`src/rtl/ddr3_wr_arbiter.sv`:
```
// Round-robin burst arbiter from N camera write FIFOs onto the DDR3 user write port.
// Keeps a wrapping per-channel frame pointer with frame-start realignment.
module ddr3_wr_arbiter #(
  parameter int CH_NUM      = 4,
  parameter int DATA_W      = 128,
  parameter int CNT_W       = 11,
  parameter int ADDR_W      = 28,
  parameter int BURST_LEN   = 64,
  parameter int FRAME_BEATS = 38400,
  parameter int CH_STRIDE   = 65536
) (
  input  logic                        clk_100,
  input  logic                        rst,
  input  logic [CH_NUM*CNT_W-1:0]     wfifo_rcount,
  input  logic [CH_NUM*DATA_W-1:0]    wfifo_dout,
  input  logic [CH_NUM-1:0]           frame_start,
  input  logic                        wr_ready,
  output logic [CH_NUM-1:0]           wfifo_rden,
  output logic                        wr_en,
  output logic [DATA_W-1:0]           wr_data,
  output logic [ADDR_W-1:0]           wr_addr,
  output logic [$clog2(CH_NUM)-1:0]   grant_ch,
  output logic                        burst_active,
  output logic                        burst_done
);

  localparam int GW = $clog2(CH_NUM);
  localparam int PW = $clog2(FRAME_BEATS);
  localparam int BW = $clog2(BURST_LEN + 1);

  typedef enum logic [1:0] {IDLE, BURST, DONE} state_t;

  state_t          state_reg, state_next;
  logic [GW-1:0]   grant_reg, grant_next;
  logic [GW-1:0]   last_grant_reg, last_grant_next;
  logic [BW-1:0]   beat_cnt_reg, beat_cnt_next;
  logic [PW-1:0]   ptr_reg [CH_NUM];
  logic [CH_NUM-1:0] pend_reg;

  logic [CH_NUM-1:0] req;
  logic [ADDR_W-1:0] ch_addr [CH_NUM];
  logic [GW-1:0]     rr_pick;
  logic [GW-1:0]     rr_idx;
  logic              rr_found;

  for (genvar gi = 0; gi < CH_NUM; gi++) begin : g_ch
    localparam logic [ADDR_W-1:0] BASE = ADDR_W'(gi * CH_STRIDE);
    assign req[gi]     = wfifo_rcount[gi*CNT_W +: CNT_W] >= CNT_W'(BURST_LEN);
    assign ch_addr[gi] = BASE + ADDR_W'(ptr_reg[gi]);
  end

  // First requester after the last granted channel, wrapping around.
  always_comb begin
    rr_found = 1'b0;
    rr_pick  = '0;
    rr_idx   = '0;
    for (int k = 1; k <= CH_NUM; k++) begin
      rr_idx = GW'((int'(last_grant_reg) + k) % CH_NUM);
      if (!rr_found && req[rr_idx]) begin
        rr_found = 1'b1;
        rr_pick  = rr_idx;
      end
    end
  end

  always_comb begin
    state_next      = state_reg;
    grant_next      = grant_reg;
    last_grant_next = last_grant_reg;
    beat_cnt_next   = beat_cnt_reg;
    wfifo_rden      = '0;
    wr_en           = 1'b0;
    wr_data         = '0;
    wr_addr         = '0;
    burst_active    = 1'b0;
    burst_done      = 1'b0;
    case (state_reg)
      IDLE: begin
        if (rr_found) begin
          grant_next    = rr_pick;
          beat_cnt_next = '0;
          state_next    = BURST;
        end
      end
      BURST: begin
        burst_active          = 1'b1;
        wr_en                 = wr_ready;
        wfifo_rden[grant_reg] = wr_ready;
        wr_addr               = ch_addr[grant_reg];
        for (int c = 0; c < CH_NUM; c++) begin
          if (grant_reg == GW'(c)) wr_data = wfifo_dout[c*DATA_W +: DATA_W];
        end
        if (wr_ready) begin
          beat_cnt_next = beat_cnt_reg + BW'(1);
          if (beat_cnt_reg == BW'(BURST_LEN - 1)) state_next = DONE;
        end
      end
      DONE: begin
        burst_done      = 1'b1;
        last_grant_next = grant_reg;
        state_next      = IDLE;
      end
      default: state_next = IDLE;
    endcase
  end

  always_ff @(posedge clk_100) begin
    if (rst) begin
      state_reg      <= IDLE;
      grant_reg      <= '0;
      last_grant_reg <= GW'(CH_NUM - 1);
      beat_cnt_reg   <= '0;
    end else begin
      state_reg      <= state_next;
      grant_reg      <= grant_next;
      last_grant_reg <= last_grant_next;
      beat_cnt_reg   <= beat_cnt_next;
    end
  end

  // A frame start landing mid-burst is deferred so the burst stays contiguous.
  always_ff @(posedge clk_100) begin
    if (rst) begin
      for (int c = 0; c < CH_NUM; c++) ptr_reg[c] <= '0;
      pend_reg <= '0;
    end else begin
      for (int c = 0; c < CH_NUM; c++) begin
        if (state_reg == DONE && grant_reg == GW'(c)) begin
          if (pend_reg[c] || frame_start[c]) ptr_reg[c] <= '0;
          pend_reg[c] <= 1'b0;
        end else if (state_reg == BURST && grant_reg == GW'(c)) begin
          if (frame_start[c]) pend_reg[c] <= 1'b1;
          if (wr_ready) begin
            ptr_reg[c] <= (ptr_reg[c] == PW'(FRAME_BEATS - 1)) ? '0 : ptr_reg[c] + PW'(1);
          end
        end else if (frame_start[c]) begin
          ptr_reg[c] <= '0;
        end
      end
    end
  end

  assign grant_ch = grant_reg;

endmodule
```
`config.mk`:
```
export PLATFORM = sky130hd
export DESIGN_NAME = ddr3_wr_arbiter
export DESIGN_NICKNAME = d
export VERILOG_FILES = /design/src/rtl/ddr3_wr_arbiter.sv
export SDC_FILE = /design/constraint.sdc
export NUM_CORES = 1
export LEC_CHECK = 0
export CORE_AREA = 2 2 285 287
export CTS_CLUSTER_SIZE = 16
export DETAILED_ROUTE_END_ITERATION = 8
export DIE_AREA = 0 0 287 289
export PLACE_DENSITY = 0.39
export SLEW_MARGIN = 20
export SYNTH_ARGS = -nofsm -noshare
export SYNTH_HDL_FRONTEND = slang
export SYNTH_SLANG_ARGS = --single-unit
```
`constraint.sdc`:
```
create_clock -name clk_100 -period 5.8 [get_ports clk_100]
set_input_delay 0.87 -clock clk_100 [delete_from_list [all_inputs] [get_ports clk_100]]
set_output_delay 0.87 -clock clk_100 [all_outputs]
set_load 0.01 [all_outputs]
```
==> metrics.yaml, run 1 <==
synth-async-reset-ratio: 0
required_ns: 4.93
reg2reg_to: "ptr_reg[1][5]"
period_needed_ns: 4.18
fillers: 8692
grt_max_degree: 69
cts-buffers-inserted: 9
tightest_slew_ns: 0.963
ant_nets: 0
synth_seq_cells: 81
intPower_w: 0.00158
via_count: 10019
cp_max_fo: 68
dieWidth_um: 287
die_height_um: 289
critical_path_class: "register to output pin"
pre_cts_ws_ns: 1.91
grt_overflow: 0
area_growth_pct: 92.7
r2r-start: "state_reg[0]"
worstHoldPathCells: 2
wl_per_cell_um: 28.3
drv_cap: 0
grt_pass1_vias: 10123
clk_path_buf_depth: 2
setup_violations: 0
max_freq_mhz: 239
antenna_found_initial: 31
finalClockSkew_ns: 0.00671
io_pins: 728
hpwl_um: 62200
finalSetupTns_ns: 0
regArea_um2: 2270
whs_endpoint: "pend_reg[3]"
crit_start: "state_reg[0]"
final_layout_size_suffix_gt1_frac: 0.128
port_buffers: 693
worstRegToRegCells: 5
hold_viol: 0
netSwitchingFraction: 0.313
p_per_area_nw_per_um2: 132
grtUsageTotal: 0.162
synth_edf_count: 64
stdcell_area_um2: 17400
largest_reg_flops: 64
clockPowerShare: 0.244
slew_violations: 0
cellLeakagePower_nw: 5.42
power.share.sequential: 0.308
multi_input_area_um2: 6350
ys.flop_type: "edfxtp_1"
hold_path.class: "register to register"
clock-sinks: 81
arrival_ns: 3.31
first_pass_iters: 6
postCtsSetupBuffers: 0
rows: 104
post_cts_resized: 0
ys_types: 64
clkTransAtPathRegs_ns: 0.06
rrSetupSlack_ns: 2.77
dp.cells: 2510
mostFrequentLayoutCell: "clkdlybuf4s50_1"
netlist_area_um2: 9000
worstPathCellList: "or2b_2 > inv_4 > buf_4 > and2_1 > clkdlybuf4s50_1"
synth_warnings: 0
dieArea_um2: 82900
hp-start: "pend_reg[3]"
syn_inst: 811
stdcell_count: 2536
start_util: 0.113
root_buffer: "clkbuf_16"
period_share: 0.720
syn_area_per_cell_um2: 11.1
final_util: 0.217
drc: 0
endpoint_kind: "output pin"
p_sw_w: 0.000719
vias_per_cell: 3.95
critPathMaxStageDelay_ns: 0.67
drtIter0Drc: 677
yosysSeqAreaShare: 0.251
core_um2: 79900
cts_tree: "yes"
grt_pass1_wl_um: 91400
cp-start-kind: "register"
htreeDepth: 3
insertion_delay_ns: 0.35
num-nets-final: 2029
rsz0062_at_grt: "no"
placed_cell_area_um2: 17000
crit_path_top_delay_cell: "dfxtp_1"
p_comb_frac: 0.448
ir_worst_vdd_mv: 0.129
layout_common_cells: "clkdlybuf4s50_1, and2_1, mux4_2, nor2_1, edfxtp_1"
finalWorstSetupSlack_ns: 1.62
routed_wl_um: 71800
hold_buffers: 0
slew-limit-headroom: 0.356
status: "finished, final reports clean"
place.gp.congestion: 0.855
-- through the flow --
| stage | power [W] | hold slack, ns |
|---|---|---|
| 6_report | 0.00230 | 0.489 |
| 5_1_grt | 0.00239 | 0.530 |
| 4_1_cts | 0.00233 | 0.489 |
| 3_5_place_dp | 0.00176 | 0.482 |
| 3_3_place_gp | 0.00176 | 0.480 |
| 2_1_floorplan | 0.00104 | 0.459 |
-- worst max-delay path, delay by kind of cell (launching register included) --
family	cells	cell delay [ns]
AND/OR/NAND/NOR	2	0.60
buffers and inverters	3	1.58
flip-flops	1	0.67
-- power groups by stage --
stage	Clock (W)	Combinational [W]	Sequential, W
2_1_floorplan	0	0.000345	0.000693
3_3_place_gp	0	0.00104	0.000721
3_5_place_dp	0	0.00103	0.000722
4_1_cts	0.000575	0.00105	0.000709
5_1_grt	0.000592	0.00109	0.000716
6_report	0.000560	0.00103	0.000708
-- synthesized netlist by cell type (2+ instances only) --
cell type	instances	area share
a211o_1	2	0.0019
a21oi_1	13	0.0072
a31o_2	2	0.0019
a31oi_1	3	0.0021
a41oi_1	2	0.0019
and2_1	148	0.10
and3_1	6	0.0042
and4_1	5	0.0049
buf_1	4	0.0017
buf_2	22	0.012
buf_4	11	0.0092
clkbuf_1	33	0.014
clkbuf_8	2	0.0031
dfxtp_1	17	0.038
edfxtp_1	64	0.21
ha_1	5	0.0069
inv_1	17	0.0071
mux4_2	144	0.36
nand2_1	28	0.012
nand2b_1	2	0.0014
nand3_1	27	0.015
nand3b_1	2	0.0017
nand4_1	21	0.015
nor2_1	78	0.033
nor2b_1	4	0.0028
nor3_1	21	0.012
nor3b_1	4	0.0033
nor4_1	10	0.0069
nor4b_1	2	0.0019
o211ai_1	2	0.0017
o21a_1	3	0.0025
o21ai_0	15	0.0083
o31ai_1	2	0.0017
or3_1	4	0.0028
or4_1	4	0.0033
xnor2_1	32	0.031
xor2_1	23	0.022
-- layout make-up --
class	count	area share
inverter	17	0.00382
timing repair buffer	704	0.406
tap	1060	0.0764
clock inverter	5	0.00231
clock buffer	11	0.0134
sequential	81	0.131
multi-input combinational	648	0.366
antenna	10	0.00144
-- routing by layer --
layer / GRT usage / routed length (µm) / vias to the layer above
met1: 0.200 / 28600 / 5011
met2: 0.263 / 33900 / 518
met4: 0.0436 / 1800 / 10
li1: - / - / 4421
met3: 0.0638 / 7460 / 59
met5: 0 / 62 / -
-- cells by family after synthesis --
group,Yosys count,synth area share
fa+ha+maj,5,0.00695
xor+xnor,55,0.0535
flops,81,0.251
compound gates,57,0.0434
simple gates,377,0.236
mux,144,0.360
other cells,1,0.000416
buf+inv,91,0.0488
-- worst max path at each step --
stage	end	slack [ns]
after floorplan	wr_data[117]	3.18
after global placement	wr_data[103]	1.93
after detailed placement	wr_data[103]	1.91
after CTS	wr_data[103]	1.53
after global routing	wr_data[31]	1.38
final	wr_data[33]	1.62
Power figures use the tool's default switching activity.
==> inputs of run 2 (changes only) <==
--- a/config.mk
+++ b/config.mk
@@ -5,11 +5,11 @@
 export SDC_FILE = /design/constraint.sdc
 export NUM_CORES = 1
 export LEC_CHECK = 0
-export CORE_AREA = 2 2 285 287
+export CORE_AREA = 2 2 281 283
 export CTS_CLUSTER_SIZE = 16
 export DETAILED_ROUTE_END_ITERATION = 8
-export DIE_AREA = 0 0 287 289
-export PLACE_DENSITY = 0.39
+export DIE_AREA = 0 0 283 285
+export PLACE_DENSITY = 0.4
 export SLEW_MARGIN = 20
 export SYNTH_ARGS = -nofsm -noshare
 export SYNTH_HDL_FRONTEND = slang
==> constraint.sdc (replaced) <==
create_clock -name clk_100 -period 3.9 [get_ports clk_100]
set_input_delay 0.585 -clock clk_100 [delete_from_list [all_inputs] [get_ports clk_100]]
set_output_delay 0.585 -clock clk_100 [all_outputs]
set_load 0.01 [all_outputs]
==> run 2 against run 1 <==
- non-clock buffer count grew 7
- first-iteration DRC count grew 5.0%
- sequential share of layout area shrank 0.14 points
- register-to-register slack lost 1.9 ns
- wire length grew 5.9%
- flip-flop and latch count is the same
- global-route usage grew 2.0 points
- utilization grew 0.78 points
- combinational power grew 51%
- hold slack gained 0.013 ns
- highest routed layer unchanged
==> metrics.yaml, run 2 (same netlist as run 1, synthesis figures left out) <==
post_cts_resized: 0  # unchanged
place.gp.congestion: 0.938  # was 0.855
cellLeakagePower_nw: 5.52  # was 5.42 nW
clockPowerShare: 0.267  # was 0.244
netSwitchingFraction: 0.302  # was 0.313
p_comb_frac: 0.438  # was 0.448
power.share.sequential: 0.295  # was 0.308
ant_nets: 0  # unchanged
root_buffer: "clkbuf_16"  # unchanged
via_count: 10220  # was 10,019
num-nets-final: 2036  # was 2,029
pre_cts_ws_ns: 0.609  # was 1.91 ns
clk_path_buf_depth: 2  # unchanged
critical_path_class: "register to output pin"  # unchanged
drc: 0  # unchanged
finalClockSkew_ns: 0.0108  # was 0.00671 ns
max_freq_mhz: 277
ir_worst_vdd_mv: 0.252  # was 0.129 mV
cp-start-kind: "register"  # unchanged
worstPathCellList: "or2b_2 > inv_4 > buf_12 > and2_1 > clkdlybuf4s50_1"  # was or2b_2 > inv_4 > buf_4 > and2_1 > clkdlybuf4s50_1
grt_pass1_vias: 10482  # was 10,123
htreeDepth: 3  # unchanged
finalSetupTns_ns: 0  # unchanged
required_ns: 3.31  # was 4.93 ns
hold_buffers: 0  # unchanged
die_height_um: 285  # was 289 µm
final_layout_size_suffix_gt1_frac: 0.134  # was 0.128
clkTransAtPathRegs_ns: 0.06  # about the same
insertion_delay_ns: 0.37  # was 0.35 ns
slew_violations: 0  # unchanged
setup_violations: 0  # unchanged
final_util: 0.225  # was 0.217
cts-buffers-inserted: 9  # unchanged
first_pass_iters: 5  # was 6
p_sw_w: 0.00107  # was 0.000719 W
clock-sinks: 81  # unchanged
status: "finished, final reports clean"  # unchanged
drtIter0Drc: 711  # was 677
rows: 103  # was 104
drv_cap: 0  # unchanged
cp_max_fo: 59  # was 68
rsz0062_at_grt: "no"  # unchanged
postCtsSetupBuffers: 0  # unchanged
grt_pass1_wl_um: 99100  # was 91,400 µm
largest_reg_flops: 64  # unchanged
area_growth_pct: 94.8  # was 92.7%
hold_path.class: "register to register"  # unchanged
vias_per_cell: 4.03  # was 3.95
cts_tree: "yes"  # unchanged
antenna_found_initial: 58  # was 31
p_per_area_nw_per_um2: 203  # was 132 nW/µm²
fillers: 8430  # was 8,692
slew-limit-headroom: 0.378  # was 0.356
finalWorstSetupSlack_ns: 0.296  # was 1.62 ns
dieWidth_um: 283  # was 287 µm
endpoint_kind: "output pin"  # unchanged
period_share: 0.924
port_buffers: 693  # unchanged
grt_overflow: 0  # unchanged
regArea_um2: 2270  # unchanged
arrival_ns: 3.02  # was 3.31 ns
intPower_w: 0.00249  # was 0.00158 W
io_pins: 728  # unchanged
dieArea_um2: 80700  # was 82,900 µm²
critPathMaxStageDelay_ns: 0.67  # about the same
power_w: 0.00356  # was 0.00230 W
wl_per_cell_um: 30.0  # was 28.3 µm
layout_common_cells: "clkdlybuf4s50_1, and2_1, mux4_2, nor2_1, edfxtp_1"  # unchanged
start_util: 0.115  # was 0.113
crit_path_top_delay_cell: "dfxtp_1"  # unchanged
period_needed_ns: 3.60
tightest_slew_ns: 0.929  # was 0.963 ns
grt_max_degree: 61  # was 69
core_um2: 78000  # was 79,900 µm²
routed_wl_um: 76100  # was 71,800 µm
hpwl_um: 66600  # was 62,200 µm
mostFrequentLayoutCell: "clkdlybuf4s50_1"  # unchanged
hold_viol: 0  # unchanged
multi_input_area_um2: 6350  # unchanged
grtUsageTotal: 0.182  # was 0.162
[run 2: cell count changes in the layout (fill, tap and decap cells not counted)]
cell,before,now
diode_2,10,16
bufinv_16,0,2
clkinvlp_4,3,0
clkdlybuf4s50_1,693,689
clkinv_4,0,2
clkbuf_1,2,3
buf_4,9,12
buf_12,2,10
inv_6,2,0
[run 2: path summary, 6_finish.rpt]
| kind | startpoint | end | slack [ns] | depth (start not counted) |
|---|---|---|---|---|
| max reg2reg | state_reg[0] | ptr_reg[2][3] | 0.92 | 5 |
| max | state_reg[0] | wr_data[32] | 0.30 | 5 |
| min | beat_cnt_reg[1] | beat_cnt_reg[1] | 0.50 | 2 |
| min reg2reg | beat_cnt_reg[1] | beat_cnt_reg[1] | 0.50 | 2 |
[run 2: final cells by class]
type	count	share of cell area
timing repair buffer	711	0.410
multi-input combinational	648	0.362
sequential	81	0.129
tap	1050	0.0749
inverter	17	0.00378
clock buffer	12	0.0135
clock inverter	4	0.00442
antenna	16	0.00228
[run 2: layer usage]
layer | GRT usage | vias to the layer above | part of all wire
met3 | 0.0778 | 89 | 0.10
met5 | 0 | - | 0.0012
li1 | - | 4439 | -
met4 | 0.0572 | 16 | 0.027
met1 | 0.219 | 5143 | 0.40
met2 | 0.293 | 533 | 0.47
[run 2: power by group through the flow]
| stage | Combinational [W] | Clock [W] | Sequential [W] |
|---|---|---|---|
| final | 0.00156 | 0.000951 | 0.00105 |
| after floorplan | 0.000513 | 0 | 0.00103 |
| after global routing | 0.00165 | 0.00100 | 0.00106 |
| after detailed placement | 0.00158 | 0 | 0.00107 |
| after global placement | 0.00158 | 0 | 0.00107 |
| after CTS | 0.00159 | 0.000978 | 0.00105 |
[run 2: critical path, delay by kind of cell (launching register included)]
| family | cells | cell delay (ns) |
|---|---|---|
| buffers and inverters | 3 | 1.35 |
| AND/OR/NAND/NOR | 2 | 0.54 |
| flip-flops | 1 | 0.67 |
[run 2: per-stage QoR]
| stage | cells | instance area (µm²) | hold WS, ns |
|---|---|---|---|
| after global placement | 2506 | 17200 | 0.474 |
| after global routing | 2532 | 17500 | 0.523 |
| after CTS | 2523 | 17500 | 0.503 |
| final | 2539 | 17500 | 0.502 |
| after floorplan | 820 | 9040 | 0.459 |
| after detailed placement | 2507 | 17200 | 0.492 |
==> inputs of run 3 (changes only) <==
--- a/config.mk
+++ b/config.mk
@@ -5,11 +5,14 @@
 export SDC_FILE = /design/constraint.sdc
 export NUM_CORES = 1
 export LEC_CHECK = 0
-export CORE_AREA = 2 2 281 283
+export ABC_AREA = 1
+export CELL_PAD_IN_SITES_DETAIL_PLACEMENT = 0
+export CELL_PAD_IN_SITES_GLOBAL_PLACEMENT = 2
+export CORE_AREA = 5 5 283 285
 export CTS_CLUSTER_SIZE = 16
 export DETAILED_ROUTE_END_ITERATION = 8
-export DIE_AREA = 0 0 283 285
-export PLACE_DENSITY = 0.4
+export DIE_AREA = 0 0 288 290
+export PLACE_DENSITY = 0.69
 export SLEW_MARGIN = 20
 export SYNTH_ARGS = -nofsm -noshare
 export SYNTH_HDL_FRONTEND = slang
==> run 3 against run 2 <==
- design area fell by 2.7%
- clock power fell by 12%
- non-clock buffer count rose by 20
- synthesized cell count rose by 66%
- combinational power fell by 3%
- sequential share of layout area rose by 0.33 points
- global-route usage fell by 4.2 points
- clock skew fell by 0.0016 ns
==> metrics.yaml, run 3 <==
status: "finished, final reports clean"  # unchanged
port_buffers: 693  # unchanged
cp_max_fo: 51  # was 59
p_per_area_nw_per_um2: 199  # was 203 nW/µm²
grt_pass1_wl_um: 88200  # was 99,100 µm
grt_max_degree: 72  # was 61
arrival_ns: 2.93  # was 3.02 ns
via_count: 12348  # was 10,220
finalWorstSetupSlack_ns: 0.383  # was 0.296 ns
synth_top_family_by_area: "simple AND/OR/NAND/NOR gates"  # was multiplexers
tightest_slew_ns: 0.715  # was 0.929 ns
slew-limit-headroom: 0.523  # was 0.378
largest_reg_flops: 64  # unchanged
postCtsSetupBuffers: 0  # unchanged
required_ns: 3.31  # about the same
yosys-top-cells-count: "nand2_1, nor2_1, inv_1, nand3_1, o22ai_1"  # was and2_1, mux4_2, nor2_1, edfxtp_1, clkbuf_1
die_height_um: 290  # was 285 µm
syn_inst: 1348  # was 811
slew_violations: 0  # unchanged
routed_wl_um: 63500  # was 76,100 µm
ys_types: 44  # was 64
cts-buffers-inserted: 9  # unchanged
area_growth_pct: 101  # was 94.8%
cp-endpoint: "wr_data[59]"  # was wr_data[32]
root_buffer: "clkbuf_16"  # unchanged
synth_edf_count: 64  # unchanged
num-nets-final: 2567  # was 2,036
antenna_found_initial: 15  # was 58
cts_tree: "yes"  # unchanged
hold_buffers: 0  # unchanged
io_pins: 728  # unchanged
netlist_area_um2: 8510  # was 9000 µm²
mostFrequentLayoutCell: "clkdlybuf4s50_1"  # unchanged
wl_per_cell_um: 20.8  # was 30.0 µm
finalClockSkew_ns: 0.00927  # was 0.0108 ns
yosysSeqAreaShare: 0.266  # was 0.251
rows: 102  # was 103
clkTransAtPathRegs_ns: 0.07  # was 0.06 ns
ys_top_cells_by_area: "edfxtp_1, nand2_1, nor2_1"  # was mux4_2, edfxtp_1, and2_1
worstRegToRegCells: 12  # was 5
first_pass_iters: 5  # unchanged
crit_start: "grant_ch[1]"  # was state_reg[0]
hold_path.class: "register to register"  # unchanged
synth-async-reset-ratio: 0  # unchanged
cp-start-kind: "register"  # unchanged
hpwl_um: 52000  # was 66,600 µm
place.gp.congestion: 0.902  # was 0.938
rrSetupSlack_ns: 1.00  # was 0.92 ns
layout_common_cells: "clkdlybuf4s50_1, nand2_1, nor2_1, inv_1, nand3_1"  # was clkdlybuf4s50_1, and2_1, mux4_2, nor2_1, edfxtp_1
hold_viol: 0  # unchanged
final_util: 0.221  # was 0.225
insertion_delay_ns: 0.35  # was 0.37 ns
ys.flop_type: "edfxtp_1"  # unchanged
multi_input_area_um2: 5280  # was 6350 µm²
final_layout_size_suffix_gt1_frac: 0.0459  # was 0.134
htreeDepth: 3  # unchanged
post_cts_resized: 0  # unchanged
synth_warnings: 0  # unchanged
ant_nets: 0  # unchanged
synth_seq_cells: 81  # unchanged
period_needed_ns: 3.52  # was 3.60 ns
grt_overflow: 0  # unchanged
start_util: 0.110  # was 0.115
yosys.area_share.simple: 0.306  # was 0.236
reg2reg_to: "ptr_reg[2][9]"  # was ptr_reg[2][3]
synth_top_area_share: 0.226  # was 0.360
regArea_um2: 2260  # was 2270 µm²
yosys.area.top_type: "edfxtp_1"  # was mux4_2
drtIter0Drc: 655  # was 711
clk_path_buf_depth: 2  # unchanged
drc: 0  # unchanged
cellLeakagePower_nw: 6.42  # was 5.52 nW
core_um2: 77100  # was 78,000 µm²
dieWidth_um: 288  # was 283 µm
hold_slack_ns: 0.484  # was 0.502 ns
post-synth-top-count-cell: "nand2_1"  # was and2_1
setup_violations: 0  # unchanged
drv_cap: 0  # unchanged
grt_pass1_vias: 12361  # was 10,482
grtUsageTotal: 0.140  # was 0.182
critical_path_class: "register to output pin"  # unchanged
vias_per_cell: 4.04  # was 4.03
stdcell_area_um2: 17100  # was 17,500 µm²
fillers: 8688  # was 8,430
ir_worst_vdd_mv: 0.169  # was 0.252 mV
synth_xor_area_frac: 0.0216  # was 0.0535
syn_area_per_cell_um2: 6.31  # was 11.1 µm²
max_freq_mhz: 284  # was 277 MHz
endpoint_kind: "output pin"  # unchanged
r2r-start: "grant_ch[1]"  # was state_reg[0]
rsz0062_at_grt: "no"  # unchanged
period_share: 0.902  # was 0.924
finalSetupTns_ns: 0  # unchanged
synth_fa_ha_area_frac: 0.00736  # was 0.00695
clock-sinks: 81  # unchanged
pre_cts_ws_ns: 0.660  # was 0.609 ns
muxShareOfSynthArea: 0  # was 0.360
synth_compound_area_frac: 0.279  # was 0.0434
placed_cell_area_um2: 16800  # was 17,200 µm²
dieArea_um2: 83500  # was 80,700 µm²
## run 3: changes by cell type after synthesis, sizes merged, moves of 29 or more
cell and change:
o211ai +60, o22ai +80, inv +136, o31ai +67, clkbuf +37, and2 -148
xnor2 -29, nand2 +246, o21ai +69, mux4 -144, nor2 +103, nand3 +79
## run 3: cell type report
class | instances | area share
Timing Repair Buffer | 731 | 0.429
Multi-Input combinational cell | 1019 | 0.310
Sequential cell | 81 | 0.133
Tap cell | 1040 | 0.0763
Inverter | 157 | 0.0347
Clock buffer | 11 | 0.0142
Clock inverter | 5 | 0.00227
Antenna cell | 11 | 0.00161
## run 3: worst min path at each step
stage | startpoint | to | cells after the start
2_1_floorplan | beat_cnt_reg[2] | beat_cnt_reg[2] | 2
3_3_place_gp | beat_cnt_reg[2] | beat_cnt_reg[2] | 2
3_5_place_dp | beat_cnt_reg[2] | beat_cnt_reg[2] | 2
4_1_cts | beat_cnt_reg[2] | beat_cnt_reg[2] | 2
5_1_grt | beat_cnt_reg[2] | beat_cnt_reg[2] | 2
6_report | beat_cnt_reg[2] | beat_cnt_reg[2] | 2
## run 3: power breakdown
part | internal, W | switching (W)
Sequential | 0.000979 | 0.0000508
Clock | 0.000455 | 0.000380
Combinational | 0.000892 | 0.000633
Total | 0.00233 | 0.00106
## run 3: critical path: stages, from the launching register on
cell and delay, ns:
dfxtp_2 0.38, buf_4 0.21, inv_2 0.05, nor2_1 0.37, inv_2 0.17, buf_12 0.22, o22ai_1 0.51, o31ai_1 0.11
clkdlybuf4s50_1 0.53
## run 3: cells by family (layout without fill, tap and decap cells)
group           Yosys count  after routing
compound gates          369            369
other cells               1             21
flops                    81             81
fa+ha+maj                 5              5
xor+xnor                 21             21
buf+inv                 257            904
simple gates            614            614
## run 3: metal layers
layer,share of wire,global-route usage,vias up
li1,-,-,5994
met1,0.42,0.175,5838
met2,0.49,0.241,457
met3,0.077,0.0394,51
met4,0.014,0.0259,8
met5,0.00072,0,-
## run 3: stage by stage
step | total power (W) | cells
after floorplan | 0.00150 | 1357
after detailed placement | 0.00258 | 3028
after CTS | 0.00344 | 3044
after global routing | 0.00356 | 3053
after global placement | 0.00259 | 3028
final | 0.00339 | 3055
